`config.mk`:
```
export PLATFORM = sky130hd
export DESIGN_NAME = aqalu_result_logger_flat
export DESIGN_NICKNAME = d
export VERILOG_FILES = /design/src/rtl/aqalu_result_logger_if.sv /design/src/rtl/aqalu_result_logger.sv /design/src/flat_wrapper.sv
export SDC_FILE = /design/constraint.sdc
export NUM_CORES = 1
export LEC_CHECK = 0
export ABC_AREA = 0
export BUFFER_PORTS_ARGS = -buffer_cell sky130_fd_sc_hd__buf_2
export CAP_MARGIN = 20
export CORE_MARGIN = 2
export CORE_UTILIZATION = 61
export CTS_CLUSTER_SIZE = 8
export DETAILED_ROUTE_END_ITERATION = 8
export GPL_TIMING_DRIVEN = 0
export PLACE_DENSITY = 0.82
export SLEW_MARGIN = 5
export SYNTH_ARGS = -nofsm -noshare
export SYNTH_HDL_FRONTEND = slang
export SYNTH_SLANG_ARGS = --single-unit
```
`constraint.sdc`:
```
create_clock -name clock -period 5.7 [get_ports clock]
set_clock_uncertainty 0.1 [all_clocks]
set_input_delay 1.14 -clock clock [delete_from_list [all_inputs] [get_ports clock]]
set_output_delay 1.14 -clock clock [all_outputs]
set_load 0.02 [all_outputs]
```
`src/rtl/aqalu_result_logger_if.sv`:
```
// aqalu_result_logger_if: sample capture and byte-stream bundle.
// slave is the logger side; master is the AQALU/host-link side.
interface aqalu_result_logger_if #(
  parameter int DEPTH = 8
);
  localparam int CW = $clog2(DEPTH) + 1;

  logic          sample_valid;
  logic          sample_ready;
  logic [1:0]    A;
  logic [1:0]    B;
  logic [3:0]    Opcode;
  logic [7:0]    Output;
  logic [7:0]    tx_data;
  logic          tx_valid;
  logic          tx_ready;
  logic [7:0]    seconds;
  logic [CW-1:0] fifo_count;

  modport slave (
    input  sample_valid,
    input  A,
    input  B,
    input  Opcode,
    input  Output,
    input  tx_ready,
    output sample_ready,
    output tx_data,
    output tx_valid,
    output seconds,
    output fifo_count
  );

  modport master (
    output sample_valid,
    output A,
    output B,
    output Opcode,
    output Output,
    output tx_ready,
    input  sample_ready,
    input  tx_data,
    input  tx_valid,
    input  seconds,
    input  fifo_count
  );
endinterface

```
`src/rtl/aqalu_result_logger.sv`:
```
// aqalu_result_logger: queues AQALU samples with a seconds stamp
// and streams each one as a 5-byte checksummed frame.
module aqalu_result_logger #(
  parameter int CLK_PER_SEC = 10_000_000,
  parameter int DEPTH       = 8
) (
  input logic                  clock,
  input logic                  reset,
  aqalu_result_logger_if.slave bus
);

  localparam int AW = $clog2(DEPTH);
  localparam int CW = AW + 1;
  localparam int TW =
    (CLK_PER_SEC > 1) ? $clog2(CLK_PER_SEC) : 1;

  localparam logic [TW-1:0] TICK_LAST =
    TW'(CLK_PER_SEC - 1);
  localparam logic [CW-1:0] FULL = CW'(DEPTH);
  localparam logic [7:0] SYNC_BYTE = 8'hA5;
  localparam logic [3:0] OP_DROP = 4'hF;

  typedef enum logic [2:0] {
    S_IDLE,
    S_SYNC,
    S_HDR,
    S_RES,
    S_TIME,
    S_CSUM
  } state_t;

  logic [TW-1:0] tick_q;
  logic [TW-1:0] tick_d;
  logic [7:0]    sec_q;
  logic [7:0]    sec_d;
  logic [CW-1:0] cnt_q;
  logic [CW-1:0] cnt_d;
  logic [AW-1:0] wr_ptr_q;
  logic [AW-1:0] rd_ptr_q;
  logic [23:0]   mem_q [DEPTH];
  logic [23:0]   frame_q;
  state_t        state_q;
  logic          tx_valid_q;
  logic [7:0]    tx_data_q;

  logic          ready;
  logic          accept;
  logic          push;
  logic          pop;
  logic [23:0]   entry;
  logic [7:0]    csum;

  // Ready is held low while reset is asserted.
  assign ready  = reset & (cnt_q < FULL);
  assign accept = bus.sample_valid & ready;
  assign push   = accept & (bus.Opcode != OP_DROP);
  assign pop    = (state_q == S_IDLE) & (cnt_q != '0);
  assign entry  = {bus.A, bus.B, bus.Opcode,
                   bus.Output, sec_q};
  assign csum   = frame_q[23:16] ^ frame_q[15:8]
                ^ frame_q[7:0];

  assign bus.sample_ready = ready;
  assign bus.tx_valid     = tx_valid_q;
  assign bus.tx_data      = tx_data_q;
  assign bus.seconds      = sec_q;
  assign bus.fifo_count   = cnt_q;

  // Next tick/seconds value and next queue occupancy.
  always_comb begin
    tick_d = tick_q + 1'b1;
    sec_d  = sec_q;
    if (tick_q == TICK_LAST) begin
      tick_d = '0;
      sec_d  = sec_q + 8'd1;
    end
    cnt_d = cnt_q;
    unique case (1'b1)
      push & ~pop: cnt_d = cnt_q + 1'b1;
      pop & ~push: cnt_d = cnt_q - 1'b1;
      default:     cnt_d = cnt_q;
    endcase
  end

  // Elapsed-seconds timebase; seconds wraps naturally at 8 bits.
  always_ff @(posedge clock) begin
    if (!reset) begin
      tick_q <= '0;
      sec_q  <= '0;
    end else begin
      tick_q <= tick_d;
      sec_q  <= sec_d;
    end
  end

  // Circular-buffer pointers and occupancy.
  always_ff @(posedge clock) begin
    if (!reset) begin
      wr_ptr_q <= '0;
      rd_ptr_q <= '0;
      cnt_q    <= '0;
    end else begin
      if (push) wr_ptr_q <= wr_ptr_q + 1'b1;
      if (pop)  rd_ptr_q <= rd_ptr_q + 1'b1;
      cnt_q <= cnt_d;
    end
  end

  // Sample storage; the pointers alone define which slots are live.
  always_ff @(posedge clock) begin
    if (push) mem_q[wr_ptr_q] <= entry;
  end

  // Frame serializer: each state presents one registered byte.
  always_ff @(posedge clock) begin
    if (!reset) begin
      state_q    <= S_IDLE;
      frame_q    <= '0;
      tx_valid_q <= 1'b0;
      tx_data_q  <= 8'h00;
    end else begin
      unique case (state_q)
        S_IDLE: begin
          if (pop) begin
            frame_q    <= mem_q[rd_ptr_q];
            state_q    <= S_SYNC;
            tx_valid_q <= 1'b1;
            tx_data_q  <= SYNC_BYTE;
          end
        end
        S_SYNC: begin
          if (bus.tx_ready) begin
            state_q   <= S_HDR;
            tx_data_q <= frame_q[23:16];
          end
        end
        S_HDR: begin
          if (bus.tx_ready) begin
            state_q   <= S_RES;
            tx_data_q <= frame_q[15:8];
          end
        end
        S_RES: begin
          if (bus.tx_ready) begin
            state_q   <= S_TIME;
            tx_data_q <= frame_q[7:0];
          end
        end
        S_TIME: begin
          if (bus.tx_ready) begin
            state_q   <= S_CSUM;
            tx_data_q <= csum;
          end
        end
        S_CSUM: begin
          if (bus.tx_ready) begin
            state_q    <= S_IDLE;
            tx_valid_q <= 1'b0;
            tx_data_q  <= 8'h00;
          end
        end
        default: begin
          state_q    <= S_IDLE;
          tx_valid_q <= 1'b0;
          tx_data_q  <= 8'h00;
        end
      endcase
    end
  end

endmodule
```
`src/flat_wrapper.sv`:
```
// flat-port wrapper written by rule: the top's interface ports become plain ports
module aqalu_result_logger_flat 
#(
  parameter int CLK_PER_SEC = 10_000_000,
  parameter int DEPTH       = 8
)
  (clock, reset, bus_sample_valid, bus_A, bus_B, bus_Opcode, bus_Output, bus_tx_ready, bus_sample_ready, bus_tx_data, bus_tx_valid, bus_seconds, bus_fifo_count);
  aqalu_result_logger_if #(.DEPTH(DEPTH)) bus_i ();
  input logic clock;
  input logic reset;
  input wire logic [$bits(bus_i.sample_valid)-1:0] bus_sample_valid;
  input wire logic [$bits(bus_i.A)-1:0] bus_A;
  input wire logic [$bits(bus_i.B)-1:0] bus_B;
  input wire logic [$bits(bus_i.Opcode)-1:0] bus_Opcode;
  input wire logic [$bits(bus_i.Output)-1:0] bus_Output;
  input wire logic [$bits(bus_i.tx_ready)-1:0] bus_tx_ready;
  output wire logic [$bits(bus_i.sample_ready)-1:0] bus_sample_ready;
  output wire logic [$bits(bus_i.tx_data)-1:0] bus_tx_data;
  output wire logic [$bits(bus_i.tx_valid)-1:0] bus_tx_valid;
  output wire logic [$bits(bus_i.seconds)-1:0] bus_seconds;
  output wire logic [$bits(bus_i.fifo_count)-1:0] bus_fifo_count;
  assign bus_i.sample_valid = bus_sample_valid;
  assign bus_i.A = bus_A;
  assign bus_i.B = bus_B;
  assign bus_i.Opcode = bus_Opcode;
  assign bus_i.Output = bus_Output;
  assign bus_i.tx_ready = bus_tx_ready;
  assign bus_sample_ready = bus_i.sample_ready;
  assign bus_tx_data = bus_i.tx_data;
  assign bus_tx_valid = bus_i.tx_valid;
  assign bus_seconds = bus_i.seconds;
  assign bus_fifo_count = bus_i.fifo_count;
  aqalu_result_logger #(.CLK_PER_SEC(CLK_PER_SEC), .DEPTH(DEPTH)) u_core (.clock(clock), .reset(reset), .bus(bus_i));
endmodule
```
Word level (Yosys, flattened, before mapping)
Memory sizes are Yosys's and may differ from the RTL's. A register that Yosys moved wholly into a read port is not among the register bits.
Cells that the tools add are included.

storage, ports and cells
  logic and storage cells = 70
  bits in writable memories = 192
  register bits = 54
  output and inout bits = 22
  input bits = 20
  memories = 1

operators by class
  equality and inequality tests = 13
  $add $sub $neg = 6
  reduce and logical (&&, ||, !) cells = 9
  muxes and demuxes = 20
  order comparisons = 1
  bitwise logic cells = 12

memory list
  memory        words  width  read ports  clocked after Yosys merged registers in  wr ports  RTL line                   RTL
  u_core.mem_q  8      24     1           1                                        1         aqalu_result_logger.sv:40  logic [23:0] mem_q [DEPTH];

operators by type and width
  kind                   number
  $mux 8                 6
  $pmux 8 s6             1
  $add 24x1->24 const B  1
  $eq 24x24->1 const B   1
  $mux 3                 6
  $pmux 3 s6             1
  $xor 8x8->8            2
  $ne 2x2->1 const B     5
  $add 8x1->8 const B    1
  $pmux 4 s2             1
  $add 3x1->3 const B    2
  $and 1x1->1            6
  $eq 3x2->1 const B     2
  $eq 3x3->1 const B     2
  $reduce_and 6->1       1
  $add 4x1->4 const B    1
  $lt 4x4->1 const B     1
  $mux 1                 4
  $ne 4x4->1 const B     1
  $not 1->1              4
  $reduce_bool 4->1      1
  $reduce_or 4->1        1
  $sub 4x1->4 const B    1
  $eq 3x1->1 const B     1
  other kinds (8)        8

Logic depth before layout (Yosys ltp)
Gate-level depths: netlist of the first run.

  word-level depth = 7
  depth in mapped cells = 12
  depth with buffers taken out = 10

Least setup slack after synthesis of the first run
Ideal clock, no wire load.

  path kind = input to register
  start = input reset
  end = memory u_core.mem_q[2][0], enable pin
  path slack = 0.566 ns
  path buffers = 0
  library setup time = 0.475 ns
  required time = 5.125 ns
  arrival = 4.560 ns
  stages = 3
  cell sequence = nor2b_1 -> nand3_1 -> nor4b_1

on the way
  cells in the longest elaborated chain, start to end = 5

RTL lines
  element                       RTL line                    RTL
  start: declaration            flat_wrapper.sv:10          input logic reset;
  $and 1x1->1                   aqalu_result_logger.sv:54   assign ready = reset & (cnt_q < FULL);
  $and 1x1->1                   aqalu_result_logger.sv:55   assign accept = bus.sample_valid & ready;
  $and 1x1->1                   aqalu_result_logger.sv:56   assign push = accept & (bus.Opcode != OP_DROP);
  $mux 1                        aqalu_result_logger.sv:111  if (push) mem_q[wr_ptr_q] <= entry;
  $mux 1 (not written as such)  aqalu_result_logger.sv:111
  end: declaration              aqalu_result_logger.sv:40

Every way passes these cells.

Worst setup path after layout of the first run
  start = register u_core.state_q[1]
  end = register u_core.cnt_q[2] (netlist: u_core.bus.fifo_count[2])

on the way
  cells in the longest elaborated chain, start to end = 5
  elaborated cells between the ends (all ways) = 7
  those cells by class = mux: 1; bitwise: 4; reduce/logical: 2

RTL lines
  element                                                 RTL line                    RTL
  start: declaration                                      aqalu_result_logger.sv:42   state_t state_q;
  start signal: assignment                                aqalu_result_logger.sv:117  state_q <= S_IDLE;
  start signal: assignment                                aqalu_result_logger.sv:126  state_q <= S_SYNC;
  start signal: assignment                                aqalu_result_logger.sv:133  state_q <= S_HDR;
  $logic_not 3->1 (*)                                     aqalu_result_logger.sv:57   assign pop = (state_q == S_IDLE) & (cnt_q != '0);
  $and 1x1->1 (*)                                         aqalu_result_logger.sv:57
  net u_core.pop                                          aqalu_result_logger.sv:49   logic pop;
  $not 1->1                                               aqalu_result_logger.sv:79   push & ~pop: cnt_d = cnt_q + 1'b1;
  $and 1x1->1                                             aqalu_result_logger.sv:79
  $pmux 4 s2 / $reduce_bool 2->1 (equally long branches)  -
  end signal: assignment                                  aqalu_result_logger.sv:105  cnt_q <= cnt_d;
  end: declaration                                        aqalu_result_logger.sv:36   logic [CW-1:0] cnt_q;

The timed path passes the listed nets; every way through them passes the cells marked *.
A chain may end at the register's enable or synchronous reset.

==> impl_metrics.json, run 1 <==
{
  "worstSetupPathType": "register to register",
  "nFillCells": 1053,
  "maxSlewViolCount": 0,
  "ys_ff_latch": 270,
  "ys.flop_type": "edfxtp_1",
  "r2r-start": "u_core.state_q[1]",
  "fin_ws_ns": 2.262,
  "place.gp.congestion": 0.8793,
  "io_pins": 42,
  "numClockSinks": 270,
  "die_height_um": 137.9,
  "use_met1_pct": 38.29,
  "drc": 0,
  "fin_area_mm2": 0.01277,
  "synth_area_leader_cell": "edfxtp_1",
  "globalRouteMet3Util_pct": 5.263,
  "synth.yosys.warnings": 0,
  "top_usage_layer": "met2",
  "htreeDepth": 2,
  "grt_pass1_wl_um": 39090,
  "vias": 7016,
  "holdBufCountCts": 0,
  "routed_wl_um": 25710,
  "dr.pass1.iters": 5,
  "cts_resized": 0,
  "crit_path_end_kind": "register",
  "die_area_mm2": 0.01901,
  "start_util_pct": 62.79,
  "synth_top_area_share_pct": 52.72,
  "numCtsBuffers": 39,
  "area_growth_pct": 16.82,
  "fin_nets": 844,
  "required_ns": 6.03,
  "finalPower_w": 0.006039,
  "critPathArrivalTime_ns": 3.77,
  "p_per_area_mw_per_mm2": 472.7,
  "preCtsSetupSlack_ns": 1.829,
  "rrSetupSlack_ns": 2.26,
  "finalSetupViolCount": 0,
  "rsz0062_at_grt": "no",
  "io_buffers": 41,
  "avgSynthCellArea_um2": 15.27,
  "yosys-top-cells-area": "edfxtp_1, dfxtp_1, mux4_2, mux2i_1, a21oi_1",
  "clk_latency_ns": 0.51,
  "slew_headroom_pct": 27.55,
  "viasPerCell": 6.557,
  "ys_seq_area_share_pct": 67.00,
  "yosys-top-cells-count": "edfxtp_1, dfxtp_1, a21oi_1",
  "dpl.hpwl_um": 16310,
  "use_met2_pct": 45.13,
  "first_global_vias": 6947,
  "fmax_ghz": 0.2909,
  "post_cts.repair.setup_buffers": 0,
  "hp-class": "register to register",
  "leakagePower_nw": 4.174,
  "root_buffer": "clkbuf_16",
  "status": "complete, no violations",
  "n_antenna_cell": 0,
  "finalHoldViolCount": 0,
  "core_mm2": 0.01742,
  "hold_start": "u_core.tick_q[0]",
  "r2r-end": "u_core.bus.fifo_count[2]",
  "tns_ns": 0,
  "dieWidth_um": 137.9,
  "cts.path.max_buffers": 3,
  "multi_input_area_mm2": 0.003422,
  "drt_iter0_markers": 794,
  "startpoint_type": "register",
  "synth_edf_count": 192,
  "min_path_cells": 1,
  "syn-num-nets": 743,
  "yosys.cell_types.count": 49,
  "syn_area_mm2": 0.01094,
  "postRouteAntennaNets": 0,
  "crit_path_max_fanout": 11,
  "postSynth.asyncResetShare_pct": 0,
  "final.period_utilization_pct": 60.31,
  "cts_tree": "done",
  "synth.most_common_cell": "edfxtp_1",
  "ir_worst_vdd_uv": 311.8,
  "placed_area_mm2": 0.01163,
  "whs_endpoint": "u_core.tick_q[0]",
  "antenna_found_initial": 0,
  "worstMarginPinSlew_ns": 1.082,
  "max_cap_violations": 0,
  "drive_above_1_share_pct": 20.71,
  "regArea_mm2": 0.007327,
  "timing.hold.ws_ns": 0.3834,
  "post_drt_wl_per_cell_um": 24.03,
  "rows": 48,
  "clkTransAtPathRegs_ns": 0.05,
  "grt_max_degree": 25,
  "grt-ovfl-total": 0,
  "min_period_ns": 3.438,
  "worst_r2r_path_depth": 12,
  "syn_inst": 716,
  "track_usage_pct": 27.98
}
-- through the flow --
stage	cells	util (%)
2_1_floorplan	716	-
6_report	1070	73.35
4_1_cts	1070	73.35
3_3_place_gp	982	65.58
5_1_grt	1070	73.35
3_5_place_dp	1001	66.80
-- worst max-delay path by stage --
stage,cells past startpoint,slack [ns],start,endpoint
after floorplan,3,0.57,reset,u_core.mem_q[2][0]
after global placement,4,-1.89,reset,u_core.mem_q[4][23]
after detailed placement,7,1.83,reset,u_core.mem_q[4][8]
after CTS,12,2.30,u_core.state_q[1],u_core.bus.fifo_count[2]
after global routing,11,2.00,u_core.state_q[1],u_core.bus.fifo_count[3]
final,12,2.26,u_core.state_q[1],u_core.bus.fifo_count[2]
-- cell usage in the layout, fill, tap and decap left out, types with 3 or more instances in the layout --
master / count
edfxtp_1: 192
dfxtp_1: 78
a21oi_1: 55
clkbuf_1: 54
mux4_2: 48
buf_2: 45
o21ai_0: 42
clkbuf_16: 41
mux2i_1: 29
xnor2_1: 27
nand3_1: 25
nor2_1: 23
or4_1: 13
nand4_1: 13
nand2_1: 13
buf_4: 13
xor2_1: 11
buf_1: 8
a211oi_1: 8
inv_1: 7
or3_1: 7
buf_6: 7
o31ai_1: 7
ha_1: 7
and3_1: 5
nor3_1: 5
nor4_1: 5
mux2_2: 4
a22o_1: 4
a22oi_1: 4
nand2b_1: 4
a2bb2oi_1: 4
nor2b_1: 3
-- state kept, by name, summed over array words and instances (netlist names) --
| signal | flops |
|---|---|
| u_core.rd_ptr_q | 3 |
| u_core.wr_ptr_q | 3 |
| u_core.bus.tx_data | 8 |
| u_core.frame_q | 24 |
| u_core.bus.seconds | 8 |
| u_core.mem_q | 192 |
| u_core.bus.fifo_count | 4 |
| u_core.bus.tx_valid | 1 |
| u_core.state_q | 3 |
| u_core.tick_q | 24 |
-- where the power goes --
| group | switching (W) | internal, W | total (W) |
|---|---|---|---|
| combinational | 0.000856 | 0.000639 | 0.00150 |
| clock | 0.000793 | 0.00134 | 0.00213 |
| sequential | 0.000145 | 0.00227 | 0.00241 |
-- logic make-up after synthesis --
logic type / Yosys count / synth area share, %
buffers and inverters: 51 / 2.128
AND/OR/NAND/NOR: 139 / 7.220
flip-flops: 270 / 67.00
adder cells (fa/ha/maj): 7 / 0.8009
AO/OA/AOI/OAI: 130 / 6.854
XOR/XNOR: 38 / 3.043
multiplexers: 81 / 12.95
-- layout make-up --
type,instances,area share [%]
sequential,270,57.36
multi-input combinational,395,26.79
clock buffer,69,8.932
timing repair buffer,60,2.899
tap,225,2.204
buffer,41,1.528
inverter,10,0.2938
-- routing by layer --
layer,share of wire (%),wire length [um],up-vias
li1,-,-,3038
met2,49,12660,387
met5,0,0,-
met4,2.7,683,0
met1,40,10340,3534
met3,7.9,2024,57
-- worst max-delay path, cell delays in order (launching register included) --
cell,delay [ns]
dfxtp_1,0.29
clkbuf_1,0.23
nor2_1,0.44
nand3_1,0.24
clkinv_1,0.16
clkbuf_1,0.50
ha_1,0.36
xor2_1,0.18
ha_1,0.16
a21oi_1,0.05
xor2_1,0.17
or3_1,0.31
a21oi_1,0.15
Note: power is estimated with default switching activity, not from simulation.
==> inputs of run 2 (changes only) <==
--- a/config.mk
+++ b/config.mk
@@ -5,15 +5,15 @@
 export SDC_FILE = /design/constraint.sdc
 export NUM_CORES = 1
 export LEC_CHECK = 0
-export ABC_AREA = 0
+export ABC_AREA = 1
 export BUFFER_PORTS_ARGS = -buffer_cell sky130_fd_sc_hd__buf_2
 export CAP_MARGIN = 20
 export CORE_MARGIN = 2
-export CORE_UTILIZATION = 61
+export CORE_UTILIZATION = 62
 export CTS_CLUSTER_SIZE = 8
 export DETAILED_ROUTE_END_ITERATION = 8
 export GPL_TIMING_DRIVEN = 0
-export PLACE_DENSITY = 0.82
+export PLACE_DENSITY = 0.83
 export SLEW_MARGIN = 5
 export SYNTH_ARGS = -nofsm -noshare
 export SYNTH_HDL_FRONTEND = slang
==> constraint.sdc (replaced) <==
create_clock -name clock -period 3.3 [get_ports clock]
set_clock_uncertainty 0.1 [all_clocks]
set_input_delay 0.66 -clock clock [delete_from_list [all_inputs] [get_ports clock]]
set_output_delay 0.66 -clock clock [all_outputs]
set_load 0.02 [all_outputs]
==> impl_metrics.json, run 2 <==
{
  "layout_common_cells": "edfxtp_1, nor2_1, nand2_1",
  "critPathArrivalTime_ns": 2.97,
  "clk_latency_ns": 0.52,
  "max_cap_violations": 0,
  "postRouteAntennaNets": 0,
  "area_growth_pct": 14.34,
  "worstSetupPathType": "register to register",
  "ir_worst_vdd_uv": 463.5,
  "startpoint_type": "register",
  "synth.yosys.warnings": 0,
  "cts.path.max_buffers": 3,
  "rows": 49,
  "synth.most_common_cell": "edfxtp_1",
  "path_buf_inv": 6,
  "syn_area_mm2": 0.01159,
  "ys_seq_area_share_pct": 63.23,
  "post_cts.repair.setup_buffers": 0,
  "io_pins": 42,
  "layout_commonest_cell": "edfxtp_1",
  "critical_path.cell_chain": "buf_6, nor2_4, nand2_4, inv_4, o21ai_4, inv_4, buf_2, ha_1, nand2_1, inv_1, nor2_1, ha_1, a21oi_1, xnor2_1, o21ai_0, inv_1",
  "ys_ff_latch": 270,
  "largest_reg_flops": 192,
  "cts_tree": "done",
  "finalHoldViolCount": 0,
  "switching_share_pct": 35.21,
  "rsz0062_at_grt": "no",
  "drive_above_1_share_pct": 11.49,
  "track_usage_pct": 30.06,
  "postSynth.asyncResetShare_pct": 0,
  "status": "complete, no violations",
  "grt-ovfl-total": 0,
  "maxSlewViolCount": 0,
  "cpPeakStageDelay_ns": 0.30,
  "root_buffer": "clkbuf_16",
  "syn_inst": 1149,
  "place.gp.congestion": 0.8920,
  "leakagePower_nw": 4.790,
  "fin_nets": 1258,
  "p_seq_share_pct": 36.7,
  "critical_path.top_delay_family": "buffers and inverters",
  "finalPower_w": 0.01101,
  "crit_path_end_kind": "register",
  "antenna_found_initial": 2,
  "io_buffers": 41,
  "cts_resized": 0,
  "first_global_vias": 8688,
  "yosys-top-cells-area": "edfxtp_1, dfxtp_1, nor2_1, o21ai_0, nand2_1",
  "top_regs": "u_core.mem_q: 192 flops, u_core.frame_q: 24 flops, u_core.tick_q: 24 flops",
  "clock_power_share_pct": 32.6,
  "synth_top_area_share_pct": 49.75,
  "routed_wl_um": 29240,
  "dp_cells": 1419,
  "switchingPower_w": 0.003877,
  "htreeDepth": 2,
  "numCtsBuffers": 39,
  "viasPerCell": 6.003,
  "numClockSinks": 270,
  "avgSynthCellArea_um2": 10.09,
  "synth_area_leader_cell": "edfxtp_1",
  "post_drt_wl_per_cell_um": 19.70,
  "post-route-util_pct": 73.01,
  "p_int_w": 0.007134,
  "ys.flop_type": "edfxtp_1",
  "fmax_ghz": 0.3762,
  "start_util_pct": 63.86,
  "grt_max_degree": 25,
  "top_register": "u_core.mem_q",
  "vias": 8909,
  "preCtsSetupSlack_ns": 0.3661,
  "core_mm2": 0.01815,
  "crit_slowest_cell": "dfxtp_1",
  "fin_ws_ns": 0.6415,
  "syn-num-nets": 1176,
  "required_ns": 3.61,
  "crit_path_max_fanout": 11,
  "yosys-top-cells-count": "edfxtp_1, nor2_1, nand2_1",
  "min_period_ns": 2.658,
  "pwr-share-comb_pct": 30.7,
  "dpl.hpwl_um": 17760,
  "yosys.cell_types.count": 38,
  "timing.hold.ws_ns": 0.3128,
  "die_height_um": 140.7,
  "drt_iter0_markers": 1114,
  "die_area_mm2": 0.01980,
  "clkTransAtPathRegs_ns": 0.05,
  "holdBufCountCts": 0,
  "hp-class": "primary input to register",
  "worstMarginPinSlew_ns": 0.9555,
  "grt_pass1_wl_um": 45680,
  "dieWidth_um": 140.7,
  "fin_cells": 1484,
  "final.period_utilization_pct": 80.56,
  "synth_edf_count": 192,
  "finalSetupViolCount": 0,
  "dr.pass1.iters": 5,
  "slew_headroom_pct": 36.15,
  "p_per_area_mw_per_mm2": 831.0,
  "drc": 0
}
-- run 2: path summary, 6_finish.rpt --
path | startpoint | end | slack [ns] | cells after the start
max | u_core.state_q[0] | u_core.bus.fifo_count[2] | 0.64 | 16
min | bus_Output[5] | u_core.mem_q[1][13] | 0.31 | 1
max reg2reg | u_core.state_q[0] | u_core.bus.fifo_count[2] | 0.64 | 16
min reg2reg | u_core.tick_q[0] | u_core.tick_q[0] | 0.35 | 1
-- run 2: metal layers --
metal / vias up / wire length [um] / GRT usage, %
met2: 481 / 14010 / 50.27
met1: 4191 / 11250 / 37.31
met4: 2 / 1290 / 15.00
li1: 4132 / - / -
met5: - / 13 / 0
met3: 103 / 2678 / 6.590
-- run 2: layout make-up --
| class | instances | area [um^2] |
|---|---|---|
| tap | 229 | 286.5 |
| sequential | 270 | 7327 |
| timing repair buffer | 41 | 205.2 |
| buffer | 54 | 327.8 |
| fill | 1199 | 4897 |
| clock inverter | 3 | 28.78 |
| antenna | 2 | 5.005 |
| clock buffer | 60 | 1076 |
| multi-input combinational | 735 | 3650 |
| inverter | 90 | 344.1 |
-- run 2: worst reg2reg max path: cells and delay by family (launching register included) --
family                     cells  cell delay [ns]
DFF                            1             0.30
AOI/OAI and AO/OA              3             0.38
buffers and inverters          6             0.73
adders and majority gates      2             0.44
and+or+nand+nor                4             0.51
xor gates and xnor gates       1             0.09
-- run 2: power groups by stage --
stage | Clock, W | Sequential, W | Combinational, W
after floorplan | 0 | 0.00411 | 0.00221
after global placement | 0 | 0.00409 | 0.00312
after detailed placement | 0 | 0.00409 | 0.00323
after CTS | 0.00359 | 0.00403 | 0.00331
after global routing | 0.00374 | 0.00406 | 0.00366
final | 0.00359 | 0.00404 | 0.00338
-- run 2: stage by stage --
| stage | setup TNS, ns | cell area, um^2 |
|---|---|---|
| 5_1_grt | 0 | 13250 |
| 6_report | 0 | 13250 |
| 4_1_cts | 0 | 13250 |
| 2_1_floorplan | 0 | 11590 |
| 3_3_place_gp | -116.21 | 12080 |
| 3_5_place_dp | 0 | 12140 |
-- run 2: logic make-up after synthesis --
group	count (synthesis)	share of synthesized area [%]
buffers and inverters	144	5.798
XOR/XNOR	16	1.209
flip-flops	270	63.23
AND/OR/NAND/NOR	436	15.89
adder cells (fa/ha/maj)	7	0.7557
AO/OA/AOI/OAI	276	13.12
